## config.mk

```make
export PLATFORM = sky130hd
export DESIGN_NAME = ifetch_prefetch
export DESIGN_NICKNAME = d
export VERILOG_FILES = /design/src/rtl/ifetch_pkg.sv /design/src/rtl/fetch_fifo.sv /design/src/rtl/ifetch_prefetch.sv
export SDC_FILE = /design/constraint.sdc
export NUM_CORES = 1
export LEC_CHECK = 0
export CAP_MARGIN = 20
export CORE_MARGIN = 5
export CORE_UTILIZATION = 50
export CTS_BUF_LIST = sky130_fd_sc_hd__clkbuf_16
export CTS_CLUSTER_DIAMETER = 200
export DETAILED_ROUTE_END_ITERATION = 6
export GPL_ROUTABILITY_DRIVEN = 0
export PLACE_DENSITY_LB_ADDON = 0.15
export SETUP_SLACK_MARGIN = 0.3
export SKIP_LAST_GASP = 1
export SLEW_MARGIN = 0
export SYNTH_ARGS = -nofsm -noshare
export SYNTH_HDL_FRONTEND = slang
export SYNTH_SLANG_ARGS = --single-unit
```

## constraint.sdc

```tcl
create_clock -name clk -period 3.1 [get_ports clk]
set_input_delay 0.93 -clock clk [delete_from_list [all_inputs] [get_ports clk]]
set_output_delay 0.93 -clock clk [all_outputs]
set_load 0.03 [all_outputs]
```

## src/rtl/ifetch_pkg.sv

```systemverilog
// Shared constants and payload types for the instruction-fetch front end.
package ifetch_pkg;

  localparam int unsigned IADDRWIDTH = 16;
  localparam int unsigned IWIDTH     = 16;

  typedef struct packed {
    logic [IWIDTH-1:0]     instr;
    logic [IADDRWIDTH-1:0] pc;
  } fetch_entry_t;

  // Occupancy counter width: must hold the value DEPTH itself.
  function automatic int unsigned cnt_width(input int unsigned depth);
    return $clog2(depth) + 1;
  endfunction

endpackage

```

## src/rtl/fetch_fifo.sv

```systemverilog
// Synchronous prefetch FIFO of fetch entries with single-cycle flush.
module fetch_fifo
  import ifetch_pkg::*;
#(
  parameter int unsigned DEPTH = 4
) (
  input  logic                 clk,
  input  logic                 rst,
  input  logic                 push,
  input  fetch_entry_t         push_data,
  input  logic                 pop,
  input  logic                 flush,
  output logic [$clog2(DEPTH):0] count,
  output fetch_entry_t         head
);

  localparam int unsigned PW = $clog2(DEPTH);
  localparam int unsigned CW = cnt_width(DEPTH);

  fetch_entry_t   mem_q [DEPTH];
  fetch_entry_t   mem_d [DEPTH];
  logic [PW-1:0]  wr_ptr_q, wr_ptr_d;
  logic [PW-1:0]  rd_ptr_q, rd_ptr_d;
  logic [CW-1:0]  count_q, count_d;
  logic           do_push, do_pop;

  // Pointer/occupancy update; flush wins over any push or pop of the cycle.
  always_comb begin
    mem_d    = mem_q;
    wr_ptr_d = wr_ptr_q;
    rd_ptr_d = rd_ptr_q;
    count_d  = count_q;
    do_push  = push && (count_q != CW'(DEPTH));
    do_pop   = pop && (count_q != '0);
    if (flush) begin
      wr_ptr_d = '0;
      rd_ptr_d = '0;
      count_d  = '0;
    end else begin
      if (do_push) begin
        mem_d[wr_ptr_q] = push_data;
        wr_ptr_d        = wr_ptr_q + PW'(1);
      end
      if (do_pop) begin
        rd_ptr_d = rd_ptr_q + PW'(1);
      end
      case ({do_push, do_pop})
        2'b10:   count_d = count_q + CW'(1);
        2'b01:   count_d = count_q - CW'(1);
        default: count_d = count_q;
      endcase
    end
  end

  always_ff @(posedge clk) begin
    if (rst) begin
      mem_q    <= '{default: '0};
      wr_ptr_q <= '0;
      rd_ptr_q <= '0;
      count_q  <= '0;
    end else begin
      mem_q    <= mem_d;
      wr_ptr_q <= wr_ptr_d;
      rd_ptr_q <= rd_ptr_d;
      count_q  <= count_d;
    end
  end

  assign count = count_q;
  assign head  = mem_q[rd_ptr_q];

endmodule

```

## src/rtl/ifetch_prefetch.sv

```systemverilog
// Instruction prefetch front end: credit-based issue to a 1-cycle imem,
// FIFO buffering toward decode, redirect flush. Optional IFETCH_BYPASS_EN
// forwards a response straight to decode when the FIFO is empty.
module ifetch_prefetch
  import ifetch_pkg::*;
#(
  parameter int unsigned            DEPTH    = 4,
  parameter logic [IADDRWIDTH-1:0]  RESET_PC = '0
) (
  input  logic                    clk,
  input  logic                    rst,
  output logic [IADDRWIDTH-1:0]   imem_addr,
  output logic                    imem_req,
  input  logic [IWIDTH-1:0]       imem_data,
  input  logic                    redirect,
  input  logic [IADDRWIDTH-1:0]   redirect_pc,
  output logic                    out_valid,
  output logic [IWIDTH-1:0]       out_instr,
  output logic [IADDRWIDTH-1:0]   out_pc,
  input  logic                    out_ready,
  output logic [$clog2(DEPTH):0]  fifo_count
);

  localparam int unsigned CW = cnt_width(DEPTH);

  logic [IADDRWIDTH-1:0] fetch_pc_q, fetch_pc_d;
  logic [IADDRWIDTH-1:0] issued_pc_q, issued_pc_d;
  logic                  inflight_q, inflight_d;
  logic                  squash_q, squash_d;

  logic [CW-1:0]         count;
  fetch_entry_t          head;
  fetch_entry_t          resp;
  logic                  resp_valid;
  logic                  credit_ok;
  logic                  push, pop;

  // Credit counts the in-flight word but not a same-cycle pop, so no overflow.
  assign credit_ok = (count + CW'(inflight_q)) < CW'(DEPTH);

  // Issue: a redirect always re-issues since the flush frees every entry.
  always_comb begin
    imem_req  = 1'b0;
    imem_addr = fetch_pc_q;
    if (!rst) begin
      if (redirect) begin
        imem_req  = 1'b1;
        imem_addr = redirect_pc;
      end else begin
        imem_req  = credit_ok;
      end
    end
  end

  always_comb begin
    fetch_pc_d  = fetch_pc_q;
    issued_pc_d = issued_pc_q;
    inflight_d  = imem_req;
    // Only a redirect that could not re-issue leaves a stale response behind.
    squash_d    = redirect && !imem_req;
    if (imem_req) begin
      fetch_pc_d  = imem_addr + IADDRWIDTH'(1);
      issued_pc_d = imem_addr;
    end
  end

  always_ff @(posedge clk) begin
    if (rst) begin
      fetch_pc_q  <= RESET_PC;
      issued_pc_q <= '0;
      inflight_q  <= 1'b0;
      squash_q    <= 1'b0;
    end else begin
      fetch_pc_q  <= fetch_pc_d;
      issued_pc_q <= issued_pc_d;
      inflight_q  <= inflight_d;
      squash_q    <= squash_d;
    end
  end

  assign resp_valid = inflight_q && !squash_q;
  assign resp       = '{instr: imem_data, pc: issued_pc_q};

`ifdef IFETCH_BYPASS_EN
  logic bypass;

  // Empty FIFO: present the arriving word directly; write it only if not taken.
  assign bypass    = resp_valid && !rst && (count == '0);
  assign out_valid = (count != '0) || bypass;
  assign out_instr = bypass ? resp.instr : head.instr;
  assign out_pc    = bypass ? resp.pc    : head.pc;
  assign push      = resp_valid && !redirect && !(bypass && out_ready);
  assign pop       = (count != '0) && out_ready && !redirect;
`else
  assign out_valid = (count != '0);
  assign out_instr = head.instr;
  assign out_pc    = head.pc;
  assign push      = resp_valid && !redirect;
  assign pop       = out_valid && out_ready && !redirect;
`endif

  fetch_fifo #(
    .DEPTH(DEPTH)
  ) u_fifo (
    .clk      (clk),
    .rst      (rst),
    .push     (push),
    .push_data(resp),
    .pop      (pop),
    .flush    (redirect),
    .count    (count),
    .head     (head)
  );

  assign fifo_count = count;

endmodule

```

* Word-level counts from Yosys, hierarchy flattened *
Cells that the tools add are included.

operators by class
  magnitude comparators = 4
  multiplexer cells = 11
  bitwise logic cells = 3
  $add $sub $neg = 6
  equality and inequality tests = 3
  reductions and logical operators = 15

operator list
  cell                                                                          count
  128-bit bitwise mux                                                           1
  32-bit 2-to-1 mux                                                             3
  32-bit binary-select mux with 2-bit select                                    1
  32-bit demux with 2-bit select                                                1
  16-bit 2-to-1 mux                                                             2
  16-bit by 1-bit adder with 16-bit output, second input constant               1
  1-bit logical AND                                                             8
  3-bit greater-or-equal comparator, second input constant                      2
  2-bit inverter with 3-bit output                                              2
  3-bit case mux with 2 select lines                                            1
  2-bit by 1-bit adder with 2-bit output, second input constant                 2
  3-bit by 1-bit adder with 3-bit output                                        1
  3-bit by 1-bit adder with 3-bit output, second input constant                 1
  1-bit zero test                                                               3
  3-bit by 1-bit less-than comparator with 1-bit output, second input constant  1
  3-bit less-than comparator, second input constant                             1
  3-bit inequality test, second input constant                                  1
  3-bit nonzero test                                                            1
  3-bit by 1-bit subtractor with 3-bit output, second input constant            1
  2-bit by 1-bit equality test with 1-bit output, second input constant         1
  2-bit equality test, second input constant                                    1
  1-bit 2-to-1 mux                                                              2
  2-bit AND reduction                                                           1
  2-bit nonzero test                                                            1
  2 further kinds                                                               2

word-level totals
  flip-flop bits (word level) = 169
  logic and storage cells = 57
  bits of input ports = 36

* Logic depth before layout (Yosys ltp) *
Gate-level depths: netlist of the first run.

  word-level depth = 6
  depth in mapped cells = 11

* Modules after synthesis *
From an unflattened synthesis of the first run, not the netlist that was laid out.

second synthesis, totals
  cells, all modules = 770
  area, all modules = 8131.5 µm²

modules (own cells, without submodules)
  module           instances  cells an instance  area an instance (µm²)
  fetch_fifo       1          544                6273.5
  ifetch_prefetch  1          226                1858.0

* Worst setup path before layout of the first run *
OpenSTA, ideal clock, no wires.

  kind = in2reg
  start point = input port redirect
  end point = register fetch_pc_q[14]
  stages on the path = 11
  data required time = 2.956 ns
  slack = -0.235 ns
  arrival time = 3.192 ns
  path through = nor2b_2 buf_6 buf_2 mux2i_1 inv_1 ha_1 nand4_1 o32ai_1 nand3_1 o311ai_0 o221ai_1

between the ends
  word-level cells in the longest chain between the ends = 3

RTL lines
  element                                   RTL line               source
  start, declared                           ifetch_prefetch.sv:15  input logic redirect,
  16-bit 2-to-1 mux                         ifetch_prefetch.sv:46  if (redirect) begin
  16-bit 2-to-1 mux                         ifetch_prefetch.sv:45  if (!rst) begin
  named net imem_addr[0]                    ifetch_prefetch.sv:12  output logic [IADDRWIDTH-1:0] imem_addr,
  16-bit by 1-bit adder with 16-bit output  ifetch_prefetch.sv:62  fetch_pc_d = imem_addr + IADDRWIDTH'(1);
  end signal, assigned                      ifetch_prefetch.sv:74  fetch_pc_q <= fetch_pc_d;
  end, declared                             ifetch_prefetch.sv:26  logic [IADDRWIDTH-1:0] fetch_pc_q, fetch_pc_d;

The timed path passes the listed nets, and every way through them passes these cells.
A chain may end at the register's enable or synchronous reset.

* Worst setup path after layout of the first run *
  start point = input port redirect
  end point = register fetch_pc_q[14]

between the ends
  word-level cells in the longest chain between the ends = 3

RTL lines
  element                                   RTL line
  16-bit 2-to-1 mux                         ifetch_prefetch.sv:46
  16-bit 2-to-1 mux                         ifetch_prefetch.sv:45
  16-bit by 1-bit adder with 16-bit output  ifetch_prefetch.sv:62

Several ways; a longest one is shown, not always the timed one.

==> results of run 1 <==
-- worst max-delay path: stages --
cell and delay, ns:
buf_6 0.09, nor2b_4 0.13, buf_6 0.13, buf_6 0.11, mux2i_2 0.15, inv_2 0.08, buf_4 0.11, buf_4 0.10
buf_4 0.10, ha_4 0.13, nand4_1 0.13, o32ai_2 0.30, nand3_1 0.19, or3_1 0.34, o221ai_1 0.17
-- routing by layer --
layer  routed length [um]  vias up  share of wire, %  global-route usage [%]
met2                10100      259                50                    38.1
met5                    0        -                 0                       0
met1                 8340     3184                41                    29.2
li1                     -     3177                 -                       -
met3                 1220       35               6.1                    5.08
met4                  445        0               2.2                    8.91
-- layout make-up --
type | count | area [um^2]
inverter | 21 | 78.8
sequential | 169 | 3380
tap | 184 | 230
multi-input combinational | 614 | 3780
clock buffer | 17 | 425
clock inverter | 13 | 138
fill | 1118 | 4680
timing repair buffer | 169 | 1760
-- power groups by stage --
stage | Clock [mW] | Sequential, mW | Combinational [mW]
after floorplan | 0 | 2.28 | 0.242
final | 2.06 | 2.25 | 0.506
after detailed placement | 0 | 2.30 | 0.458
after global placement | 0 | 2.30 | 0.448
after global routing | 2.20 | 2.26 | 0.539
after CTS | 2.09 | 2.25 | 0.474
-- metrics by stage --
step	setup TNS [ns]	instances
final	0	1187
after global routing	0	1187
after CTS	0	1182
after detailed placement	-8.51	1148
after global placement	-6.90	1148
after floorplan	0	870
-- state kept, by name, summed over array words and instances, names as in the netlist --
register	flops
u_fifo.wr_ptr_q	2
u_fifo.rd_ptr_q	2
issued_pc_q	16
inflight_q	1
u_fifo.mem_q	128
u_fifo.count	3
squash_q	1
fetch_pc_q	16
-- cell usage in the layout, fill, tap and decap left out, types with 2 or more instances in the layout --
cell | Yosys | layout
xnor2_1 | 8 | 8
buf_16 | 0 | 2
mux2i_1 | 16 | 4
inv_2 | 0 | 4
o21ai_1 | 1 | 2
buf_12 | 0 | 26
nand3_1 | 14 | 14
buf_2 | 20 | 10
clkinv_2 | 0 | 4
nand4_1 | 4 | 4
dfxtp_1 | 169 | 168
a31oi_1 | 3 | 3
and2_1 | 5 | 5
ha_1 | 6 | 5
nor2_1 | 28 | 27
bufinv_16 | 0 | 3
nor2b_4 | 0 | 2
mux2i_4 | 1 | 10
or3_1 | 4 | 4
mux2i_2 | 2 | 5
buf_4 | 2 | 83
nand2_1 | 291 | 290
inv_1 | 21 | 18
o21ai_0 | 9 | 8
clkdlybuf4s50_1 | 0 | 37
a21oi_1 | 137 | 137
nor4_1 | 2 | 2
mux4_2 | 32 | 32
xor2_1 | 4 | 4
nor3_1 | 4 | 4
clkbuf_16 | 0 | 18
buf_6 | 1 | 9
and4_1 | 2 | 2
a211oi_1 | 12 | 12
mux2_2 | 3 | 3
clkinv_1 | 0 | 4
-- path summary, 6_finish.rpt --
path | end | cells after the start | slack, ns
worst max-delay path | fetch_pc_q[14] | 15 | 0.23
worst min-delay path | u_fifo.mem_q[42] | 2 | 0.45
worst max register to register | fetch_pc_q[14] | 11 | 0.87
worst min register to register | u_fifo.mem_q[42] | 2 | 0.45
-- cells by family (layout without fill, tap and decap cells) --
logic type	Yosys count	after routing	share of synthesized area [%]
buf+inv	87	220	4.98
simple gates	366	366	20.2
compound gates	173	173	12.8
mux	55	55	13.3
other cells	1	1	0.0509
xor+xnor	12	12	1.43
fa+ha+maj	7	7	1.29
flops	169	169	46.0
-- timing repair --
item,in CTS,in global routing
hold endpoints to repair,0,0
resized for setup,89,22
setup endpoints to repair,20,19
gates cloned,0,1
buffers inserted,4,4
pin swaps,1,1
==> run metrics, run 1 <==
CTS max path bufs=2; drt first pass iters=5; Die ar.=0.0173 mm^2; Setup Skew=0.00994 ns; Startpoint Class=input pin; Rel. slew slack=41.1%; Starting Density=50.8%; Static Leak=3.58 nW; Post-synth top cells=nand2_1 (291), dfxtp_1 (169), a21oi_1 (137); Worst-path clk slew=0.06 ns; number of routed nets with antenna violations=0; Post-layout nets=1,035; cell area after synthesis=0.00736 mm^2; Async S/R FF share, synth=0%; min-delay src=u_fifo.mem_q[42]; P_sw=1.13 mW; top-area cell type share of the netlist area=46.0%; Post-synth EDFFs=0; Tot Pwr=4.82 mW; Hold Vio Cnt, Final=0; Yosys cell types=53; CP Launch Point=redirect; Syn Area/Cell=8.46 um^2; final setup fails=0; Min-Delay Path Class=register to register; minimum clock period=2.87 ns; Net Sw Frac=23.5%; # rows=44; Routed Wire Length=20,100 um; worst slack at placement=-0.594 ns; clk root buf=clkbuf_16; Cells after Synth=870; measured slew at the worst slew-check pin=0.884 ns; Layout Utilization=67.7%; PortBufs=88; gr ovfl total=0; count leader, synth=nand2_1; setup ws final=0.235 ns; initial antenna violation count=0; Design Area, Final=0.00980 mm^2; Die Span Y=131 um; crit path kind=input pin to register; clock sink total=169; synth top area cells=dfxtp_1 (46%), nand2_1 (15%), mux4_2 (9.8%); worst vdd ir=0.000414 V; final hold slack=0.451 ns; pins over their slew limit=0; crit path max fanout=4; flops & latches, synth=169; hold-fix buffers at CTS=0; Comb pwr share=10.5%; # diodes=0; Flop pwr share=46.7%; Max Cap Viol=0; first-pass GRT wire length=32,700 um; vias per inst=5.61; vias in the first global route=6,596; GRT Total Usage=22.9%; Critical Path RT=3.44 ns; I/O pins=89; DR iter-0 viols=532; DP HPWL=12,800 um; DR WL/cell=17.0 um; Yosys top cell by area=dfxtp_1; Vias=6,655; RSZ-0062 raised after global routing=yes; Layout area overhead=33.1%; width of the die=131 um; drt drc=0; Synth Flop Type=dfxtp_1; Reg2Reg Launch Point=fetch_pc_q[0]; pin count of the biggest net entering global routing=87; dpl cell area=0.00899 mm^2; worst skew pair latency=0.43 ns; run status=finished clean; power share of the clock group=42.8%; Max Fclk=349 MHz; total CTS buffers=17; worst path arrival time=3.21 ns; Yosys warnings=0; Final period util=92.4%; CTS HTree Levels=4; core area=0.0145 mm^2; sequential share of the synthesized area=46.0%; power per cell area=492 mW/mm^2; Int Power=3.69 mW; CTS tree=built; layout cell share with drive strength beyond 1=22.0%; CP Capture Type=register; Post-Syn Nets=913
Note: power is estimated with default switching activity, not from simulation.
==> run 2, diff against run 1 <==
CORE_ASPECT_RATIO = 1.4   (was not set)
==> run metrics, run 2 (same netlist as run 1, synthesis figures left out) <==
vias per inst=5.51; Worst-path clk slew=0.06 ns; Routed Wire Length=20,300 um; CP endpoint=imem_addr[14]; run status=finished clean; I/O pins=89; Reg2Reg Launch Point=fetch_pc_q[0]; GRT Total Usage=23.5%; setup ws final=0.256 ns; # rows=52; CTS max path bufs=2; crit path max fanout=7; worst vdd ir=0.000366 V; minimum clock period=2.84 ns; clk root buf=clkbuf_16; Int Power=3.64 mW; DR WL/cell=16.8 um; most common cell after layout, fill and taps aside=nand2_1; final hold slack=0.453 ns; Min-Delay Path Class=register to register; Static Leak=3.59 nW; Max Fclk=352 MHz; final setup fails=0; Vias=6,681; # diodes=0; Layout area overhead=30.5%; Startpoint Class=input pin; Flop pwr share=46.8%; critical-path cell list=buf_8 > nor2b_4 > buf_12 > buf_8 > mux2i_4 > inv_2 > buf_6; CTS tree=built; Reg2Reg Setup Slack=0.95 ns; Post-Layout Cell Count=1,213; critical path's slowest cell=mux2i_4; Die Span Y=154 um; hold-fix buffers at CTS=0; power per cell area=500 mW/mm^2; CP Launch Point=rst; Rel. slew slack=39.5%; pin count of the biggest net entering global routing=91; drt first pass iters=6; Top Registers=u_fifo.mem_q (128), fetch_pc_q (16), issued_pc_q (16); Die ar.=0.0173 mm^2; commonest cells after routing, fill and taps aside=nand2_1 (289), dfxtp_1 (167), a21oi_1 (137), buf_4 (90), clkdlybuf4s50_1 (36); CTS HTree Levels=4; crit path kind=input pin to output port; clock sink total=169; Largest Register=u_fifo.mem_q; Tot Pwr=4.80 mW; power share of the clock group=42.7%; Comb pwr share=10.4%; measured slew at the worst slew-check pin=0.907 ns; RSZ-0062 raised after global routing=yes; WP buf/inv=5; max FFs per register=128; Inst Count DP=1,159; total CTS buffers=17; Net Sw Frac=24.2%; width of the die=113 um; initial antenna violation count=0; Final period util=91.7%; Starting Density=51.0%; worst path arrival time=1.91 ns; DR iter-0 viols=576; Crit. path cell count=7; Critical Path RT=2.17 ns; FF-to-FF path depth=10; Setup Skew=0.0127 ns; PortBufs=88; CP Capture Type=output port; drt drc=0; worst reg2reg endpoint=fetch_pc_q[14]; pins over their slew limit=0; DP HPWL=13,600 um; Max Cap Viol=0; worst slack at placement=-0.531 ns; number of routed nets with antenna violations=0; Worst path most repeated cell=buf_8; core area=0.0144 mm^2; vias in the first global route=6,901; Post-layout nets=1,054; CP max stage delay=0.24 ns; layout cell share with drive strength beyond 1=23.4%; Hold Vio Cnt, Final=0; P_sw=1.16 mW; gr ovfl total=0; first-pass GRT wire length=33,100 um; Layout Utilization=66.5%; CP delay by family, top=buffers and inverters; worst skew pair latency=0.42 ns
==> run 2: layer usage <==
| metal | global-route usage, % | vias up | wire (um) |
|---|---|---|---|
| met3 | 4.95 | 35 | 1130 |
| met4 | 9.39 | 0 | 446 |
| li1 | - | 3218 | - |
| met2 | 42.4 | 237 | 11000 |
| met5 | 0 | - | 0 |
| met1 | 26.6 | 3191 | 7740 |
==> run 2: how the worst min path moves through the flow <==
stage               slack, ns        startpoint  cells past startpoint                to
floorplan                0.43  u_fifo.mem_q[32]                      2  u_fifo.mem_q[32]
global placement         0.44  u_fifo.mem_q[85]                      2  u_fifo.mem_q[85]
detailed placement       0.45  u_fifo.mem_q[51]                      2  u_fifo.mem_q[51]
CTS                      0.45  u_fifo.mem_q[51]                      2  u_fifo.mem_q[51]
global route             0.47  u_fifo.mem_q[96]                      2  u_fifo.mem_q[96]
finish                   0.45  u_fifo.mem_q[51]                      2  u_fifo.mem_q[51]
==> run 2: layout make-up <==
class,count,area [um^2]
multi-input cells,614,3710
inverters,21,78.8
clock buffers,17,425
well taps,189,236
fillers,1244,4840
repair buffers,188,1620
flip-flops and latches,169,3390
clock inverters,15,150
==> run 2: power by group through the flow <==
stage	registers, mW	logic (mW)	clock network (mW)
floorplan	2.28	0.242	0
global placement	2.29	0.445	0
detailed placement	2.30	0.454	0
CTS	2.25	0.485	2.09
global route	2.25	0.540	2.19
finish	2.25	0.501	2.05
==> run 2: timing repair <==
| item | in CTS | in global routing |
|---|---|---|
| cloned | 0 | 1 |
| gates resized for setup | 114 | 65 |
| pin swaps | 0 | 1 |
| buffers inserted | 18 | 3 |
| setup endpoints to repair | 50 | 43 |
==> run 2: metrics by stage <==
| step | setup TNS (ns) | area (um^2) |
|---|---|---|
| after floorplan | 0 | 7410 |
| after global placement | -6.37 | 8910 |
| after detailed placement | -7.49 | 8910 |
| after CTS | 0 | 9620 |
| after global routing | 0 | 9610 |
| final | 0 | 9610 |
==> run 2: worst min-delay path: cells and delay by family, from the launching register on <==
| kind | cells | cell delay [ns] |
|---|---|---|
| and+or+nand+nor | 1 | 0.05 |
| DFF | 1 | 0.31 |
| AOI/OAI and AO/OA | 1 | 0.05 |
==> run 3, diff against run 2 <==
HOLD_SLACK_MARGIN = 0.15   (was not set)
==> results of run 3 <==
No change in the layout: final DEF, timing and power equal those of run 2.
